### src/rtl/i2s_sample_tx_if.sv
// i2s_sample_tx_if: valid/ready sample handshake between a PCM source and the I2S transmitter
interface i2s_sample_tx_if #(
    parameter int SAMPLE_W = 24
);
    logic [SAMPLE_W-1:0] sample;
    logic                sample_valid;
    logic                sample_ready;
    modport master (output sample, output sample_valid, input sample_ready);
    modport slave (input sample, input sample_valid, output sample_ready);
endinterface

### src/rtl/i2s_sample_tx.sv
// i2s_sample_tx: FIFO-buffered mono PCM to I2S serializer driven by codec-mastered SCLK/LRCLK
module i2s_sample_tx #(
    parameter int SAMPLE_W   = 24,
    parameter int FIFO_DEPTH = 4
) (
    input  logic                        Clk,
    input  logic                        Reset_n,
    input  logic                        en,
    i2s_sample_tx_if.slave              bus,
    input  logic                        sclk_in,
    input  logic                        lrclk_in,
    output logic                        sdout,
    output logic [$clog2(FIFO_DEPTH):0] fifo_level,
    output logic                        underrun,
    output logic [7:0]                  underrun_cnt
);
    localparam int AW = $clog2(FIFO_DEPTH);
    localparam int CW = $clog2(SAMPLE_W + 1);
    typedef enum logic [1:0] {IDLE, DELAY, SHIFT} state_t;
    state_t              state_q, state_d;
    logic [SAMPLE_W-1:0] mem [FIFO_DEPTH];
    logic [AW-1:0]       wr_ptr, rd_ptr;
    logic [SAMPLE_W-1:0] frame_sample, shreg, slot_word;
    logic [CW-1:0]       bit_cnt;
    logic                sclk_s1, sclk_s2, sclk_h, lr_s1, lr_s2, lr_prev;
    logic                sclk_fall, lr_edge, empty, push, pop, load, shift, pad, starve;

    assign bus.sample_ready = fifo_level != (AW+1)'(FIFO_DEPTH);
    assign empty            = fifo_level == '0;
    assign push             = bus.sample_valid & bus.sample_ready;
    assign sclk_fall        = sclk_h & ~sclk_s2;
    assign lr_edge          = lr_s2 != lr_prev;
    // Right slot replays the left word so each mono sample costs exactly one pop
    assign slot_word        = lr_s2 ? frame_sample : (pop ? mem[rd_ptr] : '0);

    always_comb begin
        state_d = state_q;
        load    = 1'b0;
        pop     = 1'b0;
        starve  = 1'b0;
        shift   = 1'b0;
        pad     = 1'b0;
        if (sclk_fall) begin
            if (lr_edge) begin
                state_d = DELAY;
                load    = 1'b1;
                pop     = ~lr_s2 & en & ~empty;
                starve  = ~lr_s2 & en & empty;
            end else begin
                case (state_q)
                    DELAY: begin
                        state_d = SHIFT;
                        shift   = 1'b1;
                    end
                    SHIFT: begin
                        shift = bit_cnt < CW'(SAMPLE_W);
                        pad   = bit_cnt >= CW'(SAMPLE_W);
                    end
                    default: ;
                endcase
            end
        end
    end

    always_ff @(posedge Clk) begin
        if (push) mem[wr_ptr] <= bus.sample;
    end

    always_ff @(posedge Clk or negedge Reset_n) begin
        if (!Reset_n) begin
            {sclk_h, sclk_s2, sclk_s1} <= '0;
            {lr_prev, lr_s2, lr_s1}    <= '0;
            state_q      <= IDLE;
            wr_ptr       <= '0;
            rd_ptr       <= '0;
            fifo_level   <= '0;
            frame_sample <= '0;
            shreg        <= '0;
            bit_cnt      <= '0;
            sdout        <= 1'b0;
            underrun     <= 1'b0;
            underrun_cnt <= '0;
        end else begin
            {sclk_h, sclk_s2, sclk_s1} <= {sclk_s2, sclk_s1, sclk_in};
            {lr_s2, lr_s1}             <= {lr_s1, lrclk_in};
            if (sclk_fall) lr_prev <= lr_s2;
            state_q    <= state_d;
            wr_ptr     <= wr_ptr + AW'(push);
            rd_ptr     <= rd_ptr + AW'(pop);
            fifo_level <= fifo_level + (AW+1)'(push) - (AW+1)'(pop);
            if (load && !lr_s2) frame_sample <= slot_word;
            // sdout is left untouched on load: that is the I2S one-bit delay
            if (load) shreg <= slot_word;
            else if (shift) shreg <= {shreg[SAMPLE_W-2:0], 1'b0};
            if (shift) begin
                sdout   <= shreg[SAMPLE_W-1];
                bit_cnt <= (state_q == DELAY) ? CW'(1) : bit_cnt + CW'(1);
            end
            if (pad) sdout <= 1'b0;
            if (starve) begin
                underrun     <= 1'b1;
                underrun_cnt <= underrun_cnt + 8'(underrun_cnt != 8'hFF);
            end
        end
    end
endmodule

### src/flat_wrapper.sv
// flat-port wrapper written by rule: the top's interface ports become plain ports
module i2s_sample_tx_flat 
#(
    parameter int SAMPLE_W   = 24,
    parameter int FIFO_DEPTH = 4
)
  (Clk, Reset_n, en, sclk_in, lrclk_in, sdout, fifo_level, underrun, underrun_cnt, bus_sample, bus_sample_valid, bus_sample_ready);
  i2s_sample_tx_if #(.SAMPLE_W(SAMPLE_W)) bus_i ();
  input  logic Clk;
  input  logic Reset_n;
  input  logic en;
  input  logic sclk_in;
  input  logic lrclk_in;
  output logic sdout;
  output logic [$clog2(FIFO_DEPTH):0] fifo_level;
  output logic underrun;
  output logic [7:0] underrun_cnt;
  input wire logic [$bits(bus_i.sample)-1:0] bus_sample;
  input wire logic [$bits(bus_i.sample_valid)-1:0] bus_sample_valid;
  output wire logic [$bits(bus_i.sample_ready)-1:0] bus_sample_ready;
  assign bus_i.sample = bus_sample;
  assign bus_i.sample_valid = bus_sample_valid;
  assign bus_sample_ready = bus_i.sample_ready;
  i2s_sample_tx #(.SAMPLE_W(SAMPLE_W), .FIFO_DEPTH(FIFO_DEPTH)) u_core (.Clk(Clk), .Reset_n(Reset_n), .en(en), .bus(bus_i), .sclk_in(sclk_in), .lrclk_in(lrclk_in), .sdout(sdout), .fifo_level(fifo_level), .underrun(underrun), .underrun_cnt(underrun_cnt));
endmodule
### config.mk
export PLATFORM = sky130hd
export DESIGN_NAME = i2s_sample_tx_flat
export DESIGN_NICKNAME = d
export VERILOG_FILES = /design/src/rtl/i2s_sample_tx_if.sv /design/src/rtl/i2s_sample_tx.sv /design/src/flat_wrapper.sv
export SDC_FILE = /design/constraint.sdc
export NUM_CORES = 1
export LEC_CHECK = 0
export ABC_AREA = 1
export CAP_MARGIN = 10
export CORE_ASPECT_RATIO = 1.4
export CORE_MARGIN = 2
export CORE_UTILIZATION = 25
export CTS_CLUSTER_DIAMETER = 150
export DETAILED_ROUTE_END_ITERATION = 8
export PLACE_DENSITY = 0.47
export SLEW_MARGIN = 10
export SYNTH_ARGS = -nofsm -noshare
export SYNTH_HDL_FRONTEND = slang
export SYNTH_SLANG_ARGS = --single-unit
### constraint.sdc
create_clock -name Clk -period 5 [get_ports Clk]
set_input_delay 1 -clock Clk [delete_from_list [all_inputs] [get_ports Clk]]
set_output_delay 1 -clock Clk [all_outputs]
set_load 0.01 [all_outputs]
; ---- Word level (Yosys, flattened, before mapping)
; Memory sizes are Yosys's and may differ from the RTL's.
; Index checks and enable logic that the tools add are counted.
[word_totals]
ff_bits = 78
mem_bits_rw = 96
inputBits = 30
n_memories = 1
[classes]
addsub = 6
order_cmp = 2
n_eq_ne = 5
n_mux = 23
n_bitwise = 8
n_reduce_logical = 7
[mem_list]
columns = memory, words, word_bits, read_ports, rd_ports_with_merged_regs, wr, line
row1 = u_core.mem, 4, 24, 1, 0, 1, i2s_sample_tx.sv:21  ; logic [SAMPLE_W-1:0] mem [FIFO_DEPTH];
[op_table]
columns = operator, count
row1 = $mux W24, 4
row2 = $mux W1, 15
row3 = $add A8 B1 Y8, 1
row4 = $ne A8 B8 Y1 const B, 1
row5 = $reduce_bool A2 Y1, 3
row6 = $add A5 B1 Y5 const B, 1
row7 = $and A1 B1 Y1, 5
row8 = $ge A5 B5 Y1 const B, 1
row9 = $lt A5 B5 Y1 const B, 1
row10 = $mux W5, 1
row11 = $add A2 B1 Y2, 2
row12 = $mux W2, 2
row13 = $add A3 B1 Y3, 1
row14 = $logic_not A3 Y1, 1
row15 = $ne A3 B3 Y1 const B, 1
row16 = $not A1 Y1, 3
row17 = $sub A3 B1 Y3, 1
row18 = $eq A2 B1 Y1 const B, 1
row19 = $eq A2 B2 Y1 const B, 1
row20 = $pmux W1 S2, 1
row21 = $reduce_and A2 Y1, 1
row22 = $logic_and A1 B1 Y1, 1
row23 = $logic_not A1 Y1, 1
row24 = $ne A1 B1 Y1, 1

; ---- Longest topological paths before layout
; Gate-level depths: netlist of run 1.
[logic_depth]
depth_word = 8
ltp_mapped = 11

; ---- Worst setup path before layout of run 1
; No wires, ideal clock.
[synth_timing]
path_kind = input -> register
start = input bus_sample_valid
end = memory u_core.mem[0][0] (enable)
arrival_ps = 2776
required_ps = 4565
slack_ps = 1789
stages = 2
cell_sequence = nand2_1 -> nor3_1
[synth_via]
elab_chain_cells = 3
[synth_rtl]
columns = item, line
row1 = start: declaration, flat_wrapper.sv:19  ; input wire logic [$bits(bus_i.sample_valid)-1:0] bus_sample_valid;
row2 = $and A1 B1 Y1, i2s_sample_tx.sv:30  ; assign push = bus.sample_valid & bus.sample_ready;
row3 = $mux W1, i2s_sample_tx.sv:66  ; if (push) mem[wr_ptr] <= bus.sample;
row4 = $mux W1 (implied by the code), i2s_sample_tx.sv:66
row5 = end: declaration, i2s_sample_tx.sv:21
; No other way between the ends.

; ---- Final worst setup path of run 1
[layout_timing]
start = register u_core.fifo_level[1]
end = output bus_sample_ready
[layout_via]
elab_chain_cells = 1
[layout_rtl]
columns = item, line
row1 = start: declaration, i2s_sample_tx.sv:13  ; output logic [$clog2(FIFO_DEPTH):0] fifo_level,
row2 = start signal: assignment, i2s_sample_tx.sv:90  ; fifo_level <= fifo_level + (AW+1)'(push) - (AW+1)'(pop);
row3 = $ne A3 B3 Y1, i2s_sample_tx.sv:28  ; assign bus.sample_ready = fifo_level != (AW+1)'(FIFO_DEPTH);
row4 = end: declaration, flat_wrapper.sv:20  ; output wire logic [$bits(bus_i.sample_ready)-1:0] bus_sample_ready;
; No other way between the ends.

==> results_dict.tcl, run 1 <==
set metrics [dict create \
    synth_edf_count 96 \
    min_path_type "register to register" \
    drt-total-wl_um 16500 \
    ir_drop_mv 0.195 \
    drtPass1Iterations 4 \
    grt_start_max_net_pins 51 \
    dp_slack_ns 2.03 \
    antennaDiodeCount 0 \
    met2_length_um 8550 \
    first_iter_violations 328 \
    grt_pass1_wl_um 27400 \
    synthCells 824 \
    cts_buffers 17 \
    area.growth.synth_to_final_pct 18.6 \
    critPathKind "register to output port" \
    synthTopCellsByCount "nand2_1 (384), edfxtp_1 (96), dfrtp_1 (78)" \
    syn_area_um2 7710 \
    dp_cells 1235 \
    worst_slew_pin_slew_ns 1.01 \
    wl_met1_um 7150 \
    post-route-period-util_pct 53.2 \
    synthesis.nets 865 \
    vias 5222 \
    stdcell_area_um2 9140 \
    ys_seq_area_share_pct 62.7 \
    ys_ff_latch 174 \
    async_flop_share_pct 44.8 \
    critPathLaunchType "register" \
    drc 0 \
    stdcell_count 1267 \
    layout.nets 905 \
    chipHeight_um 212 \
    crit_arrival_ns 1.66 \
    timing.hold.ws_ns 0.349 \
    wl_met3_um 532 \
    dieArea_um2 32300 \
    fp-row-count 76 \
    nFillCells 3148 \
    max-cap-violations 0 \
    post-cts-setup-buffers 0 \
    max_freq_mhz 376 \
    ys_types 34 \
    relSlewSlack_pct 32.5 \
    dpl_cell_area_um2 8540 \
    finClkSkew_ns 0.00949 \
    slew_viol_final 0 \
    cts_root_buf "clkbuf_16" \
    p_per_area_nw_per_um2 518 \
    ys.warnings.count 0 \
    top_layer_used "met4" \
    seq_area_um2 4830 \
    clockBufferDepth 2 \
    synth_top_area_share_pct 37.4 \
    required_ns 4.00 \
    num_io_pins 44 \
    clk_latency_ns 0.44 \
    status "completed" \
    synth-main-ff-cell "edfxtp_1" \
    grt_pass1_vias 5263 \
    avgSynthCellArea_um2 9.35 \
    synth_area_leaders "edfxtp_1 (37%), dfrtp_1 (25%), nand2_1 (19%)" \
    rsz0062_at_grt "false" \
    setup_viol_count_final 0 \
    port_buffers 43 \
    path_max_fanout 4 \
    p_leak_nw 4.19 \
    clock-sinks 174 \
    hold_violations 0 \
    hold_buffers 0 \
    multi_input_area_um2 2400 \
    tritoncts "done" \
    clk_pin_slew_ns 0.06 \
    grt_use_total_pct 10.9 \
    wl_per_cell_um 13.0 \
    drive_gt1_share_pct 7.18 \
    fp.dieW_um 152 \
    grt_antenna_before_repair 0 \
    place_congestion 0.735 \
    ctsResizeCount 0 \
    hpwl_um 10000 \
    start_util_pct 25.2 \
    synth_top_area_cell "edfxtp_1" \
    period_needed_ns 2.66 \
    setup_slack_ns 2.34 \
    synth.most_common_cell "nand2_1" \
    h-tree-depth 4 \
    cp-end-kind "output port" \
    core_area_um2 30500 \
    ant_nets 0 \
    avgViaCountPerCell 4.12 \
    tns_ns 0 \
    overflow 0 \
]
==> cell type report <==
class,instances,share of cell area (%)
well taps,390,5.34
repair buffers,52,5.42
multi-input cells,532,26.2
clock inverters,11,1.44
flip-flops and latches,174,52.9
inverters,87,3.60
clock buffers,21,5.04
==> stage by stage <==
step | utilization, % | power [mW]
after global routing | 29.9 | 5.10
after CTS | 29.9 | 4.83
after floorplan | - | 3.01
final | 29.9 | 4.73
after global placement | 28.0 | 3.45
after detailed placement | 28.0 | 3.47
==> worst max-delay path: stages, from the launching register on <==
cell             delay [ns]
dfrtp_1                0.42
inv_1                  0.10
nand3_1                0.13
clkdlybuf4s50_1        0.56
==> report_power, final <==
group	internal, mW	switching [mW]	total (mW)
clock network	0.768	0.568	1.34
registers	1.92	0.155	2.08
logic	0.434	0.885	1.32
==> state kept, by name, summed over array words and instances, names as in the netlist, 2 cells and up <==
register and count:
u_core.mem 96, u_core.rd_ptr 2, u_core.underrun_cnt 8, u_core.frame_sample 24, u_core.fifo_level 3, u_core.shreg 24
u_core.wr_ptr 2, u_core.state_q 2, u_core.bit_cnt 5
==> placed cells by master (no fill, tap or decap), types with 4 or more instances in the layout <==
cell type,n
a21oi_1,5
buf_4,10
clkbuf_16,17
clkdlybuf4s50_1,42
clkinv_1,9
dfrtp_1,78
edfxtp_1,96
ha_1,10
inv_1,71
inv_2,6
nand2_1,384
nand3_1,33
nor2_1,16
nor3_1,6
nor3_2,4
o21ai_0,38
o21ai_1,6
xnor2_1,4
xor2_1,7
==> worst paths after layout <==
| path | cells past startpoint | from | slack (ns) | end |
|---|---|---|---|---|
| worst max-delay path | 3 | u_core.fifo_level[1]$_DFF_PN0_ | 2.34 | bus_sample_ready |
| worst min-delay path | 0 | u_core.sclk_s1$_DFF_PN0_ | 0.35 | u_core.sclk_s2$_DFF_PN0_ |
| worst max register to register | 9 | u_core.lr_s2$_DFF_PN0_ | 2.76 | u_core.shreg[13]$_DFFE_PN0P_ |
| worst min register to register | 0 | u_core.sclk_s1$_DFF_PN0_ | 0.35 | u_core.sclk_s2$_DFF_PN0_ |
| max in group asynchronous | 2 | Reset_n | 3.50 | u_core.frame_sample[7]$_DFFE_PN0P_ |
| min in group asynchronous | 1 | Reset_n | 0.59 | u_core.rd_ptr[0]$_DFF_PN0_ |
==> routing by layer <==
metal / vias up / GRT usage (%)
met5: - / 0
met4: 0 / 4.35
met3: 13 / 2.87
met2: 70 / 19.7
met1: 2475 / 12.2
li1: 2664 / -
==> kinds of logic after synthesis <==
family / count (synthesis) / share of synthesized area [%]
flops: 174 / 62.7
compound gates: 50 / 3.26
xor+xnor: 11 / 1.25
fa+ha+maj: 11 / 1.88
buf+inv: 118 / 6.41
simple gates: 460 / 24.5
Note: power is estimated with default switching activity, not from simulation.
==> run 2: changes to the inputs <==
- PLACE_DENSITY: 0.47 -> 0.48
- clock period: 5 -> 2.1 ns (I/O delays scaled with it)
==> run 2 against run 1 <==
Effect of this change:
- first-iteration DRC count shrank 7.9%
- combinational power grew to 2.5 times the previous value
- non-clock buffer count grew 14
- worst setup slack lost 2.2 ns
- clock power grew 120%
- die area is the same
- sequential share of layout area shrank 1.1 points
- largest power group unchanged
- highest routed layer unchanged
==> results_dict.tcl, run 2 (synthesized netlist as in run 1, its figures left out) <==
set metrics [dict create \
    post-route-period-util_pct 92.1 \
    clockBufferDepth 2 \
    fp.dieW_um 152 \
    r2r-end "u_core.fifo_level[2]$_DFF_PN0_" \
    path_max_fanout 4 \
    largest_register_ffs 96 \
    vias 5310 \
    relSlewSlack_pct 64.2 \
    power_mw 11.3 \
    layout.nets 919 \
    area.growth.synth_to_final_pct 21.0 \
    period_needed_ns 1.93 \
    grt_pass1_wl_um 27500 \
    wl_per_cell_um 12.9 \
    drt-total-wl_um 16500 \
    overflow 0 \
    grt_pass1_vias 5255 \
    slew_viol_final 0 \
    first_iter_violations 302 \
    crit_start "u_core.lr_s2$_DFF_PN0_" \
    dieArea_um2 32300 \
    ir_drop_mv 0.468 \
    p_per_area_nw_per_um2 1210 \
    ant_nets 0 \
    rsz0062_at_grt "false" \
    max_freq_mhz 517 \
    setup_slack_ns 0.166 \
    ff2ff_path_depth 8 \
    h-tree-depth 4 \
    tns_ns 0 \
    hold_violations 0 \
    dp_cells 1248 \
    min_path_cells 0 \
    start_util_pct 25.2 \
    num_io_pins 44 \
    clk_latency_ns 0.44 \
    dp_slack_ns -0.309 \
    layout_common_cells "nand2_1 (384), edfxtp_1 (96), dfrtp_1 (78), inv_1 (72), clkdlybuf4s50_1 (41)" \
    status "completed" \
    chipHeight_um 212 \
    max-cap-violations 0 \
    grt_antenna_before_repair 0 \
    port_buffers 43 \
    dpl_cell_area_um2 8750 \
    required_ns 2.42 \
    critPathKind "register to register" \
    p_leak_nw 4.27 \
    drc 0 \
    clk_pin_slew_ns 0.06 \
    avgViaCountPerCell 4.15 \
    drtPass1Iterations 4 \
    critPathLaunchType "register" \
    cts_root_buf "clkbuf_16" \
    regToRegSetupSlack_ns 0.17 \
    fp-row-count 76 \
    antennaDiodeCount 0 \
    clock-sinks 174 \
    drive_gt1_share_pct 8.19 \
    min_path_type "register to register" \
    cts_buffers 17 \
    setup_viol_count_final 0 \
    stdcell_count 1281 \
    hpwl_um 10600 \
    post-route-util_pct 30.6 \
    grt_use_total_pct 10.9 \
    crit_arrival_ns 2.25 \
    tritoncts "done" \
    stdcell_area_um2 9330 \
    timing.hold.ws_ns 0.350 \
    grt_start_max_net_pins 36 \
    regMostFlops "u_core.mem" \
    finClkSkew_ns 0.00696 \
    crit_end "u_core.fifo_level[2]$_DFF_PN0_" \
    worst_slew_pin_slew_ns 0.535 \
    final_common_cell "nand2_1" \
    cp-end-kind "register" \
    reg_top3 "u_core.mem x96, u_core.frame_sample x24, u_core.shreg x24" \
    timing.rr.start "u_core.lr_s2$_DFF_PN0_" \
    core_area_um2 30500 \
    place_congestion 0.758 \
    nFillCells 3132 \
]
run 2: layout make-up:
class | instances | area (um^2) | area share, %
clock buffers | 22 | 474 | 5.08
clock inverters | 10 | 88.8 | 0.953
inverters | 87 | 329 | 3.53
multi-input cells | 532 | 2420 | 26.0
flip-flops and latches | 174 | 4830 | 51.8
well taps | 390 | 488 | 5.23
repair buffers | 66 | 689 | 7.39
run 2: worst min path at each step:
stage	start	endpoint	slack (ns)
detailed placement	u_core.sclk_s1$_DFF_PN0_	u_core.sclk_s2$_DFF_PN0_	0.34
global placement	u_core.lr_s1$_DFF_PN0_	u_core.lr_s2$_DFF_PN0_	0.34
floorplan	Reset_n	u_core.bit_cnt[0]$_DFFE_PN0P_	0.12
CTS	u_core.lr_s1$_DFF_PN0_	u_core.lr_s2$_DFF_PN0_	0.35
finish	u_core.lr_s1$_DFF_PN0_	u_core.lr_s2$_DFF_PN0_	0.35
global route	u_core.sclk_s1$_DFF_PN0_	u_core.sclk_s2$_DFF_PN0_	0.37
run 2: where the power goes:
| part | internal [mW] | switching, mW | leakage, nW |
|---|---|---|---|
| Clock | 1.72 | 1.29 | 0.272 |
| Sequential | 4.57 | 0.382 | 1.87 |
| Combinational | 1.21 | 2.15 | 2.13 |
| Total | 7.50 | 3.82 | 4.27 |
run 2: what timing repair did:
item                                    in CTS  in global routing
gates resized for setup                      1                  0
endpoints found under the setup margin       1                  0
endpoints found under the hold margin       25                  0
hold buffers                                 1                  0
setup buffers                                0                  0
run 2: worst max-delay path: stages (launching register included):
cell and delay, ns:
dfrtp_1 0.45, nor2_1 0.24, nand2_1 0.13, nor2_4 0.12, ha_1 0.12, inv_1 0.04
ha_1 0.18, fa_1 0.37, xor2_1 0.16
run 2: layer usage:
layer	GRT usage, %	up-vias	part of all wire [%]	routed length (um)
met4	4.16	0	2.0	327
met5	0	-	0	0
met1	12.6	2539	44	7220
met2	19.4	62	51	8440
li1	-	2692	-	-
met3	2.89	17	2.9	484
